[src/rtl/dsm_seq_ctrl.sv]
// rtl/dsm_seq_ctrl.sv - delta-sigma modulator sequencing controller (flush, ramp, lock, drain)
module dsm_seq_ctrl (
  input  logic        clk,
  input  logic        rst,
  input  logic        en,
  input  logic        cfg_valid,
  output logic        cfg_ready,
  input  logic [15:0] cfg_word,
  input  logic [15:0] cfg_step,
  output logic        mod_en,
  output logic        mod_clr,
  output logic [15:0] mod_word,
  output logic        busy,
  output logic        settled
);

  typedef enum logic [2:0] {
    S_IDLE  = 3'd0,
    S_FLUSH = 3'd1,
    S_RAMP  = 3'd2,
    S_LOCK  = 3'd3,
    S_DRAIN = 3'd4
  } state_t;

  // Three flush cycles cover the two differentiator delays plus the output register.
  localparam logic [1:0] FLUSH_LAST = 2'd2;

  state_t      state_q, state_d;
  logic [1:0]  cnt_q, cnt_d;
  logic [15:0] target_q, target_d;
  logic [15:0] step_q, step_d;
  logic [15:0] word_q, word_d;

  logic        cfg_accept;
  logic [16:0] up_sum;
  logic [16:0] dn_gap;
  logic [15:0] ramp_next;

  assign cfg_accept = cfg_valid & cfg_ready;
  assign mod_word   = word_q;

  // State and datapath registers; reset parks the modulator in IDLE at word 0.
  always_ff @(posedge clk or posedge rst) begin
    if (rst) begin
      state_q  <= S_IDLE;
      cnt_q    <= 2'd0;
      target_q <= 16'd0;
      step_q   <= 16'd0;
      word_q   <= 16'd0;
    end else begin
      state_q  <= state_d;
      cnt_q    <= cnt_d;
      target_q <= target_d;
      step_q   <= step_d;
      word_q   <= word_d;
    end
  end

  // One ramp step toward target, clamped so it never overshoots or wraps (17-bit compares).
  always_comb begin
    up_sum    = {1'b0, word_q} + {1'b0, step_q};
    dn_gap    = {1'b0, word_q} - {1'b0, target_q};
    ramp_next = word_q;
    if (target_q > word_q) begin
      if ((step_q == 16'd0) || (up_sum >= {1'b0, target_q})) begin
        ramp_next = target_q;
      end else begin
        ramp_next = up_sum[15:0];
      end
    end else if (target_q < word_q) begin
      if ((step_q == 16'd0) || ({1'b0, step_q} >= dn_gap)) begin
        ramp_next = target_q;
      end else begin
        ramp_next = word_q - step_q;
      end
    end
  end

  // Next-state logic; losing en outranks every other transition, including a cfg handshake.
  always_comb begin
    state_d  = state_q;
    cnt_d    = cnt_q;
    target_d = target_q;
    step_d   = step_q;
    word_d   = word_q;
    case (state_q)
      S_IDLE: begin
        word_d = 16'd0;
        cnt_d  = 2'd0;
        if (cfg_accept) begin
          target_d = cfg_word;
          step_d   = cfg_step;
          state_d  = S_FLUSH;
        end
      end
      S_FLUSH: begin
        word_d = 16'd0;
        if (!en) begin
          cnt_d   = 2'd0;
          state_d = S_DRAIN;
        end else if (cnt_q == FLUSH_LAST) begin
          cnt_d   = 2'd0;
          state_d = S_RAMP;
        end else begin
          cnt_d = cnt_q + 2'd1;
        end
      end
      S_RAMP: begin
        if (!en) begin
          word_d  = 16'd0;
          state_d = S_DRAIN;
        end else begin
          word_d = ramp_next;
          if (ramp_next == target_q) begin
            state_d = S_LOCK;
          end
        end
      end
      S_LOCK: begin
        if (!en) begin
          word_d  = 16'd0;
          state_d = S_DRAIN;
        end else if (cfg_accept) begin
          // Retarget from the current word without disturbing the noise shaper.
          target_d = cfg_word;
          step_d   = cfg_step;
          state_d  = S_RAMP;
        end
      end
      S_DRAIN: begin
        word_d  = 16'd0;
        state_d = S_IDLE;
      end
      default: begin
        word_d  = 16'd0;
        cnt_d   = 2'd0;
        state_d = S_IDLE;
      end
    endcase
  end

  // Outputs decoded purely from the state register.
  always_comb begin
    mod_clr   = (state_q == S_FLUSH) || (state_q == S_DRAIN);
    mod_en    = (state_q == S_RAMP) || (state_q == S_LOCK);
    settled   = (state_q == S_LOCK);
    busy      = (state_q == S_FLUSH) || (state_q == S_RAMP) || (state_q == S_DRAIN);
    cfg_ready = en && ((state_q == S_IDLE) || (state_q == S_LOCK));
  end

endmodule

[config.mk]
export PLATFORM = sky130hd
export DESIGN_NAME = dsm_seq_ctrl
export DESIGN_NICKNAME = d
export VERILOG_FILES = /design/src/rtl/dsm_seq_ctrl.sv
export SDC_FILE = /design/constraint.sdc
export NUM_CORES = 1
export LEC_CHECK = 0
export ABC_AREA = 1
export BUFFER_PORTS_ARGS = -buffer_cell sky130_fd_sc_hd__buf_2
export CAP_MARGIN = 30
export CORE_UTILIZATION = 41
export DETAILED_ROUTE_END_ITERATION = 8
export HOLD_SLACK_MARGIN = 0.03
export PLACE_DENSITY_LB_ADDON = 0.15
export SETUP_SLACK_MARGIN = 0.15
export SYNTH_ARGS = -nofsm -noshare
export SYNTH_HDL_FRONTEND = slang
export SYNTH_SLANG_ARGS = --single-unit
[constraint.sdc]
create_clock -name clk -period 3.6 [get_ports clk]
set_clock_uncertainty 0.05 [all_clocks]
set_input_delay 0.72 -clock clk [delete_from_list [all_inputs] [get_ports clk]]
set_output_delay 0.72 -clock clk [all_outputs]
set_load 0.01 [all_outputs]
Yosys cells after proc, flatten, opt, wreduce, memory -nomap -nowiden
Cells that the tools add are included.
W data, S select, Z words.
{"block": "totals", "reg_bits": 53, "inputBits": 36, "output_inout_bits": 21, "word_cells": 64}
{"block": "op_classes", "n_addsub": 4, "order_cmp": 4, "n_eq_ne": 12, "n_mux": 24, "bitwise": 1, "reduce_logical": 14}
{"cell": "$mux W16", "n": 10}
{"cell": "$pmux W16 S2", "n": 3}
{"cell": "$mux W3", "n": 7}
{"cell": "$add A16 B16 Y17", "n": 1}
{"cell": "$ge A16 B17 Y1", "n": 1}
{"cell": "$ge A17 B16 Y1", "n": 1}
{"cell": "$sub A16 B16 Y17", "n": 1}
{"cell": "$eq A16 B16 Y1", "n": 1}
{"cell": "$gt A16 B16 Y1", "n": 1}
{"cell": "$logic_not A16 Y1", "n": 1}
{"cell": "$lt A16 B16 Y1", "n": 1}
{"cell": "$sub A16 B16 Y16", "n": 1}
{"cell": "$pmux W3 S4", "n": 1}
{"cell": "$logic_or A1 B1 Y1", "n": 7}
{"cell": "$eq A3 B2 Y1 const B", "n": 2}
{"cell": "$ne A2 B2 Y1 const B", "n": 3}
{"cell": "$ne A3 B3 Y1 const B", "n": 2}
{"cell": "$mux W2", "n": 2}
{"cell": "$pmux W2 S2", "n": 1}
{"cell": "$reduce_and A4 Y1", "n": 1}
{"cell": "$eq A3 B1 Y1 const B", "n": 1}
{"cell": "$eq A3 B3 Y1 const B", "n": 1}
{"cell": "$logic_not A3 Y1", "n": 1}
{"cell": "$ne A3 B2 Y1 const B", "n": 1}
{"cell": "other kinds (7)", "n": 7}

Logic depth before layout (Yosys ltp)
Gate-level depths: netlist of run 1.
{"block": "logic_depth", "ltp_word": 10, "depth_mapped": 39, "mapped_depth_nobuf": 38}

Worst setup path before layout of run 1
No wires, ideal clock.
{"block": "synth_timing", "kind": "flip-flop to flip-flop", "startpoint": "reg word_q[1] (netlist: mod_word[1])", "endpoint": "reg state_q[1]", "setup_ns": 0.117, "t_arrival_ns": 3.848, "required_time_ns": 3.433, "slack_ns": -0.414, "stages_incl_launch_ff": 36, "path_buffers": 1, "period_less_slack_ns": 4.014, "path_cell_list": "dfrtp_1 -> inv_1 -> fa_1 -> inv_1 -> nand3_1 -> nand2_1 -> nand3_1 -> nand2_2 -> nand3_1 -> nand2_1 -> xor2_1 -> ha_1 -> nand2_1 -> o21bai_1 -> nand2_1 -> a21oi_1 -> nand2_1 -> nand2_1 -> nand2_1 -> nand2_2 -> nand3_4 -> buf_6 -> a21oi_2 -> nand2_1 -> o21ai_2 -> inv_2 -> nand2_1 -> nand2_1 -> nand2_1 -> nand2_1 -> nor2_1 -> nand3_1 -> nand2_2 -> nand2_1 -> nand2_1 -> nand2_1"}
{"block": "synth_via", "elab_chain_len": 9, "elab_cells_between_ends": 16, "classes_between": "3 x add/sub; 4 x order compare; 2 x eq/ne; 4 x mux; 3 x reduce/logical"}
{"item": "start: declaration", "line": "32", "text": "logic [15:0] word_q, word_d;"}
{"item": "start signal: assignment", "line": "55", "text": "word_q <= word_d;"}
{"item": "$sub A16 B16 Y17", "line": "62", "text": "dn_gap = {1'b0, word_q} - {1'b0, target_q};"}
{"item": "$ge A16 B17 Y1", "line": "71", "text": "if ((step_q == 16'd0) || ({1'b0, step_q} >= dn_gap)) begin"}
{"item": "$logic_or A1 B1 Y1", "line": "71"}
{"item": "$mux W16", "line": "71"}
{"item": "$mux W16", "line": "70", "text": "end else if (target_q < word_q) begin"}
{"item": "$mux W16 (*)", "line": "64", "text": "if (target_q > word_q) begin"}
{"item": "$eq A16 B16 Y1 (*)", "line": "114", "text": "if (ramp_next == target_q) begin"}
{"item": "$ne A3 B3 Y1 (no source line) (*)"}
{"item": "$reduce_and A4 Y1 (no source line) (*)"}
{"item": "end signal: assignment", "line": "51", "text": "state_q <= state_d;"}
{"item": "end: declaration", "line": "28", "text": "state_t state_q, state_d;"}
Every way passes the cells marked *; elsewhere a longest branch is shown, timed or not.
A chain may end at the register's enable or synchronous reset.

Final worst setup path of run 1
{"block": "layout_timing", "startpoint": "reg word_q[6] (netlist: mod_word[6])", "endpoint": "reg state_q[1]"}
The elaborated chain is that of the path after synthesis.

==> metrics, run 1 <==
Filler cells about 1400; Clock Sinks 53; synthesized area between 6000 and 7000 µm²; startpoint class of the critical path flip-flop; first-pass GRT wire length roughly 36000 µm; largest net degree at the start of global routing 47; CTS Hold Bufs 0; Final Critical Period between 4 and 5 ns; post-route cell area about 9000 µm²; Worst path max stage delay 0.48 ns; Critical Path RT 3.76 ns; CP arrival 4.40 ns; status finished with violations; Peak VDD IR approximately 0.52 mV; Pint approximately 5.3 mW; FMAX 236.1 MHz; compound-cell area share of the yosys netlist between 10% and 20%; Synth Register Bits 53; die area 16020 µm²; I/O pin count 57; GRT Util Overall 29.27%; row cnt 45; Initial Util 41.86%; vias per inst 5.157; crit path capture type flip-flop; residual DRC count 0; largest family of logic cells by synthesized area simple AND/OR/NAND/NOR gates; Synth Net Count around 1100; number of global-route vias before repair 6770; GRT overflow 0; Synth Area in XOR/XNOR 5.328%; port bufs 56; initial DRC count 552; net switching power 5.129 mW; CP max FO 8; Routed WL 23050 µm; CTS buffer count 5; Via Count 7245; Sequential Power Share under 10%; WL/cell 16.41 µm; synth warn 0; first-pass iteration count of the detailed router 5; antenna violations before repair 0; Post-synth EDFFs 0; Logic pwr share 84.8%; synth-to-layout area growth 44.12%; Clk pin slew, worst setup/hold paths approximately 0.080 ns; Netlist cell types 53; worst min path class flip-flop to flip-flop; most frequent cells in the layout 227 x nand2_1, 212 x buf_4, 109 x inv_1; Area contributors post-synth dfrtp_1 21%, ha_1 16%, nand2_1 15%; Leak ~5.0 nW; relative slew slack 37.07%; GP Congestion between 1 and 1.5; Max Slew Vio Count 0; Clock Power Share 5.6%; Root Driver clkbuf_16; Sw Ratio 49.15%; multi-input logic area 4753 µm²; portion of netlist area occupied by mux cells 0%; failing checks negative setup slack; Worst Tran Pin Value ~0.94 ns; asr flop ratio synth 100.0%; CP max stage cell dfrtp_1; dpl cells 1372; fin nets around 1300; DP Area roughly 8400 µm²; Max clock buf depth 2; FF+latch area 1330 µm²; CTS tree built; post-synthesis adder-cell area fraction 16.48%; final hold viol count 0; register area share after synthesis between 20% and 30%; Core Util, Final 60.33%; PwrDens 1138 nW/µm²; final setup fails 16; post-DP HPWL 18630 µm; post-route setup slack -0.6356 ns; layout cell share with drive strength beyond 1 ~37%; clk_lat worst skew around 0.32 ns; Die H 126.6 µm; Post-Layout Cell Count 1405; Tcrit/Tclk final 117.7%; syn_area_per_cell 6.770 µm²; RSZ-0062 raised after global routing yes; H-tree Lvls 2; top cell type's share of synthesized area 20.84%; CP dominant cell by count nand2_1; commonest non-fill, non-tap cell in the layout nand2_1; Final ANT Viol Nets 0; Post-Synth Simple-Gate Area 31.62%; prevailing post-synth register cell dfrtp_1; Gate Count Post-Synth 940; Core ar. 15200 µm²; Crit Path Class flip-flop to flip-flop; Die X 126.6 µm; max cap viols 0; Synth area leader dfrtp_1
layer usage:
| layer | wire length [µm] | vias up | global-route usage, % |
|---|---|---|---|
| li1 | - | 3644 | - |
| met1 | 11110 | 3311 | 43.21 |
| met2 | 10010 | 259 | 45.01 |
| met3 | 1482 | 31 | 3.332 |
| met4 | 452 | 0 | 7.654 |
| met5 | 0 | - | 0 |
synth_stat cells (2+ instances only):
master and count:
nand2_1 249, inv_1 121, ha_1 79, nand3_1 77
o21ai_0 63, a21oi_1 62, dfrtp_1 53, nor2_1 46
xor2_1 29, nand4_1 18, inv_2 17, o22ai_1 11
nor3_1 10, nand2_2 9, o21ai_1 9, clkbuf_1 6
xnor2_1 6, buf_2 5, a21o_1 4, buf_4 4
buf_6 4, nand3_2 4, o21ai_2 4, a21oi_2 3
a31oi_1 3, buf_1 3, fa_1 3, nor2_2 3
nand3_4 2, nand3b_1 2, nor2_4 2, nor3_2 2
nor4_1 2, nor4_4 2, o211ai_1 2, o211ai_2 2
o21a_1 2, xor2_2 2
metrics by stage:
stage | hold slack [ns] | TNS (ns) | setup WS (ns) | power [mW]
after floorplan | 0.3945 | -0.4009 | -0.2234 | 5.283
after detailed placement | 0.4191 | -3.324 | -0.7714 | 8.482
after global placement | 0.4117 | -3.796 | -0.7779 | 8.452
after global routing | 0.4325 | -7.409 | -0.9181 | 11.33
after CTS | 0.4283 | -2.000 | -0.5246 | 9.887
final | 0.4253 | -2.968 | -0.6356 | 10.43
cells by family after synthesis:
logic type / Yosys count
AND/OR/NAND/NOR: 435
XOR/XNOR: 37
flip-flops: 53
adder cells (fa/ha/maj): 82
AO/OA/AOI/OAI: 172
buffers and inverters: 161
what timing repair did:
action / 4_1_cts / 5_1_grt
setup endpoints to repair: 18 / 18
resized for setup: 70 / 43
pin swaps: 28 / 36
buffers inserted: 16 / 4
gates cloned: 4 / 0
power groups by stage:
stage | combinational, mW | sequential, mW | clock (mW)
global placement | 7.46 | 0.988 | 0
global route | 9.69 | 1.02 | 0.613
CTS | 8.31 | 0.991 | 0.591
floorplan | 4.25 | 1.04 | 0
finish | 8.85 | 0.998 | 0.587
detailed placement | 7.49 | 0.991 | 0
layout make-up:
type                       count  share of cell area [%]
multi-input combinational    728                   51.83
timing repair buffer         289                   23.52
sequential                    53                   14.50
inverter                     138                   5.730
tap                          188                   2.565
clock buffer                   6                   1.405
clock inverter                 2                  0.4229
antenna                        1                 0.02729
worst paths after layout:
check,cells past startpoint,start,slack (ns),endpoint
max,32,mod_word[6]$_DFFE_PP0N_,-0.64,state_q[1]$_DFFE_PP0P_
min,1,cnt_q[0]$_DFFE_PP0N_,0.43,cnt_q[0]$_DFFE_PP0N_
max reg2reg,32,mod_word[6]$_DFFE_PP0N_,-0.64,state_q[1]$_DFFE_PP0P_
min reg2reg,1,cnt_q[0]$_DFFE_PP0N_,0.43,cnt_q[0]$_DFFE_PP0N_
max in group asynchronous,3,rst,2.24,mod_word[4]$_DFFE_PP0N_
min in group asynchronous,2,rst,0.47,state_q[0]$_DFFE_PP0P_
sequential cells by signal, indices dropped and copies added, names as in the netlist:
signal	flops
mod_word	16
target_q	16
step_q	16
state_q	3
cnt_q	2
critical path, delay by kind of cell (launching register included):
family / cells / cell delay [ns]
simple gates: 24 / 2.01
fa+ha+maj: 2 / 0.73
flops: 1 / 0.48
compound gates: 3 / 0.48
xor+xnor: 1 / 0.20
buf+inv: 2 / 0.20
Power figures use the tool's default switching activity.
==> run 2, diff against run 1 <==
BUFFER_PORTS_ARGS = default   (was -buffer_cell sky130_fd_sc_hd__buf_2)
DONT_BUFFER_PORTS = 1   (was default)
==> run 2 against run 1 <==
The flow still finishes with violations (negative setup slack). Via count decreased by 2.1%. Maximum frequency decreased by 0.30%. Clock power rose by 2%. Cell count fell by 2.8%. Design area fell by 1.7%. First-iteration DRC count fell by 22%. Largest power group unchanged.
==> metrics, run 2 (synthesis results as in run 1) <==
status finished with violations (unchanged); failing checks negative setup slack (unchanged); Pint 5.092 mW (was 5.305 mW); first-pass iteration count of the detailed router 6 (was 5); residual DRC count 0 (unchanged); number of global-route vias before repair 6908 (was 6770); CP dominant cell by count nand2_1 (unchanged); CP arrival 4.41 ns (was 4.40 ns); Die X 126.6 µm (unchanged); met3 usage 4.513% (was 3.332%); port bufs 0 (was 56); GP Congestion 0.9879 (was 1.010); initial DRC count 433 (was 552); worst min path class input pin to asynchronous set/reset pin (was flip-flop to flip-flop); Worst path max stage delay 0.49 ns (was 0.48 ns); Final ANT Viol Nets 0 (unchanged); CP max stage cell dfrtp_1 (unchanged); GRT overflow 0 (unchanged); Initial Util 41.86% (unchanged); Root Driver clkbuf_16 (unchanged); grt peak-use layer met2 (unchanged); most frequent cells in the layout 238 x buf_4, 237 x nand2_1, 113 x inv_1 (was 227 x nand2_1, 212 x buf_4, 109 x inv_1); Logic pwr share 84.3% (was 84.8%); Via Count 7091 (was 7245); Crit Path Class flip-flop to flip-flop (unchanged); Leak 4.801 nW (was 4.998 nW); Max clock buf depth 2 (unchanged); Filler cells 1442 (was 1428); Post-Route Setup TNS -3.052 ns (was -2.968 ns); post-route setup slack -0.6484 ns (was -0.6356 ns); antenna violations before repair 0 (unchanged); layout cell share with drive strength beyond 1 33.79% (was 36.68%); max cap viols 0 (unchanged); met1 GRT Util 42.40% (was 43.21%); final setup fails 17 (was 16); Clk pin slew, worst setup/hold paths 0.08 ns (about the same); Sw Ratio 49.45% (was 49.15%); Core ar. 15200 µm² (unchanged); CP max FO 7 (was 8); first-pass GRT wire length 36600 µm (was 35960 µm); Max Slew Vio Count 0 (unchanged); met2 usage 47.32% (was 45.01%); PwrDens 1118 nW/µm² (was 1138 nW/µm²); GRT Util Overall 30.25% (was 29.27%); Tcrit/Tclk final 118.0% (was 117.7%); clk_lat worst skew 0.32 ns (about the same); CTS buffer count 5 (unchanged); crit path capture type flip-flop (unchanged); total power 10.07 mW (was 10.43 mW); Critical Path RT 3.76 ns (about the same); I/O pin count 57 (unchanged); Clock Sinks 53 (unchanged); Die H 126.6 µm (unchanged); WL/cell 17.19 µm (was 16.41 µm); FMAX 235.4 MHz (was 236.1 MHz); final hold viol count 0 (unchanged); largest net degree at the start of global routing 46 (was 47); fin nets 1295 (was 1333); Final Critical Period 4.248 ns (was 4.236 ns); RSZ-0062 raised after global routing yes (unchanged); row cnt 45 (unchanged); WHS 0.2143 ns (was 0.4253 ns); Worst Tran Pin Value 0.9229 ns (was 0.9429 ns); vias per inst 5.191 (was 5.157); net switching power 4.981 mW (was 5.129 mW); startpoint class of the critical path flip-flop (unchanged); Clock Power Share 5.9% (was 5.6%); H-tree Lvls 2 (unchanged); Peak VDD IR 0.4866 mV (was 0.5162 mV); Routed WL 23490 µm (was 23050 µm); relative slew slack 38.41% (was 37.07%); diode count 0 (was 1); die area 16020 µm² (unchanged); CTS tree built (unchanged); commonest non-fill, non-tap cell in the layout buf_4 (was nand2_1); Sequential Power Share 9.8% (was 9.6%); post-DP HPWL 19090 µm (was 18630 µm); synth-to-layout area growth 41.60% (was 44.12%)
-- run 2: cell count changes in the layout (fill, tap and decap cells not counted), moves of 6 or more --
cell / before / now
a21oi_2: 10 / 16
nand2_1: 227 / 237
buf_2: 57 / 0
nand2_2: 28 / 18
buf_6: 14 / 6
buf_4: 212 / 238
-- run 2: worst max-delay path: cells and delay by family, from the launching register on --
| family | cells | cell delay [ns] |
|---|---|---|
| simple gates | 18 | 1.48 |
| compound gates | 5 | 0.81 |
| fa+ha+maj | 2 | 0.62 |
| flops | 1 | 0.49 |
| buf+inv | 4 | 0.46 |
| xor+xnor | 1 | 0.21 |
-- run 2: path summary, 6_finish.rpt --
kind | end | slack, ns | start | cells past startpoint
setup / recovery | state_q[1]$_DFFE_PP0P_ | -0.65 | mod_word[6]$_DFFE_PP0N_ | 30
hold / removal | target_q[13]$_DFFE_PP0P_ | 0.21 | rst | 1
setup reg to reg | state_q[1]$_DFFE_PP0P_ | -0.65 | mod_word[6]$_DFFE_PP0N_ | 30
hold reg to reg | cnt_q[0]$_DFFE_PP0N_ | 0.43 | cnt_q[0]$_DFFE_PP0N_ | 1
max in group asynchronous | mod_word[1]$_DFFE_PP0N_ | 2.65 | rst | 2
min in group clk | state_q[2]$_DFFE_PP0P_ | 0.42 | en | 1
-- run 2: cell type report --
| type | count | area, µm² | area share, % |
|---|---|---|---|
| clock buffer | 5 | 125.1 | 1.389 |
| tap | 188 | 235.2 | 2.610 |
| sequential | 53 | 1330 | 14.76 |
| clock inverter | 3 | 46.29 | 0.5137 |
| timing repair buffer | 250 | 1977 | 21.94 |
| multi-input combinational | 729 | 4775 | 52.99 |
| inverter | 138 | 523.0 | 5.804 |
-- run 2: per-stage QoR --
| stage | cells | cell area, µm² | setup slack [ns] | utilization [%] |
|---|---|---|---|---|
| finish | 1366 | 9011 | -0.6484 | 59.28 |
| global route | 1366 | 9011 | -0.9526 | 59.28 |
| CTS | 1362 | 8876 | -0.5632 | 58.39 |
| detailed placement | 1332 | 8205 | -0.8347 | 53.98 |
| global placement | 1332 | 8205 | -0.8170 | 53.98 |
| floorplan | 940 | 6390 | -0.2234 | - |
-- run 2: timing repair --
item	in CTS	in global routing
pin swaps	35	31
hold buffers	0	0
gates cloned	4	0
setup endpoints to repair	18	18
setup buffers	18	4
resized for setup	69	25
-- run 2: layer usage --
metal / wire length [µm] / share of wire, %
met1: 11060 / 47
met4: 699 / 3.0
met3: 1415 / 6.0
met5: 0 / 0
met2: 10310 / 44
-- run 2: power by group through the flow --
stage               sequential [mW]  clock, mW  combinational (mW)
detailed placement            0.985          0                7.44
CTS                           0.980      0.612                8.16
global placement              0.977          0                7.42
floorplan                      1.04          0                4.25
finish                        0.984      0.598                8.49
global route                   1.01      0.627                9.34
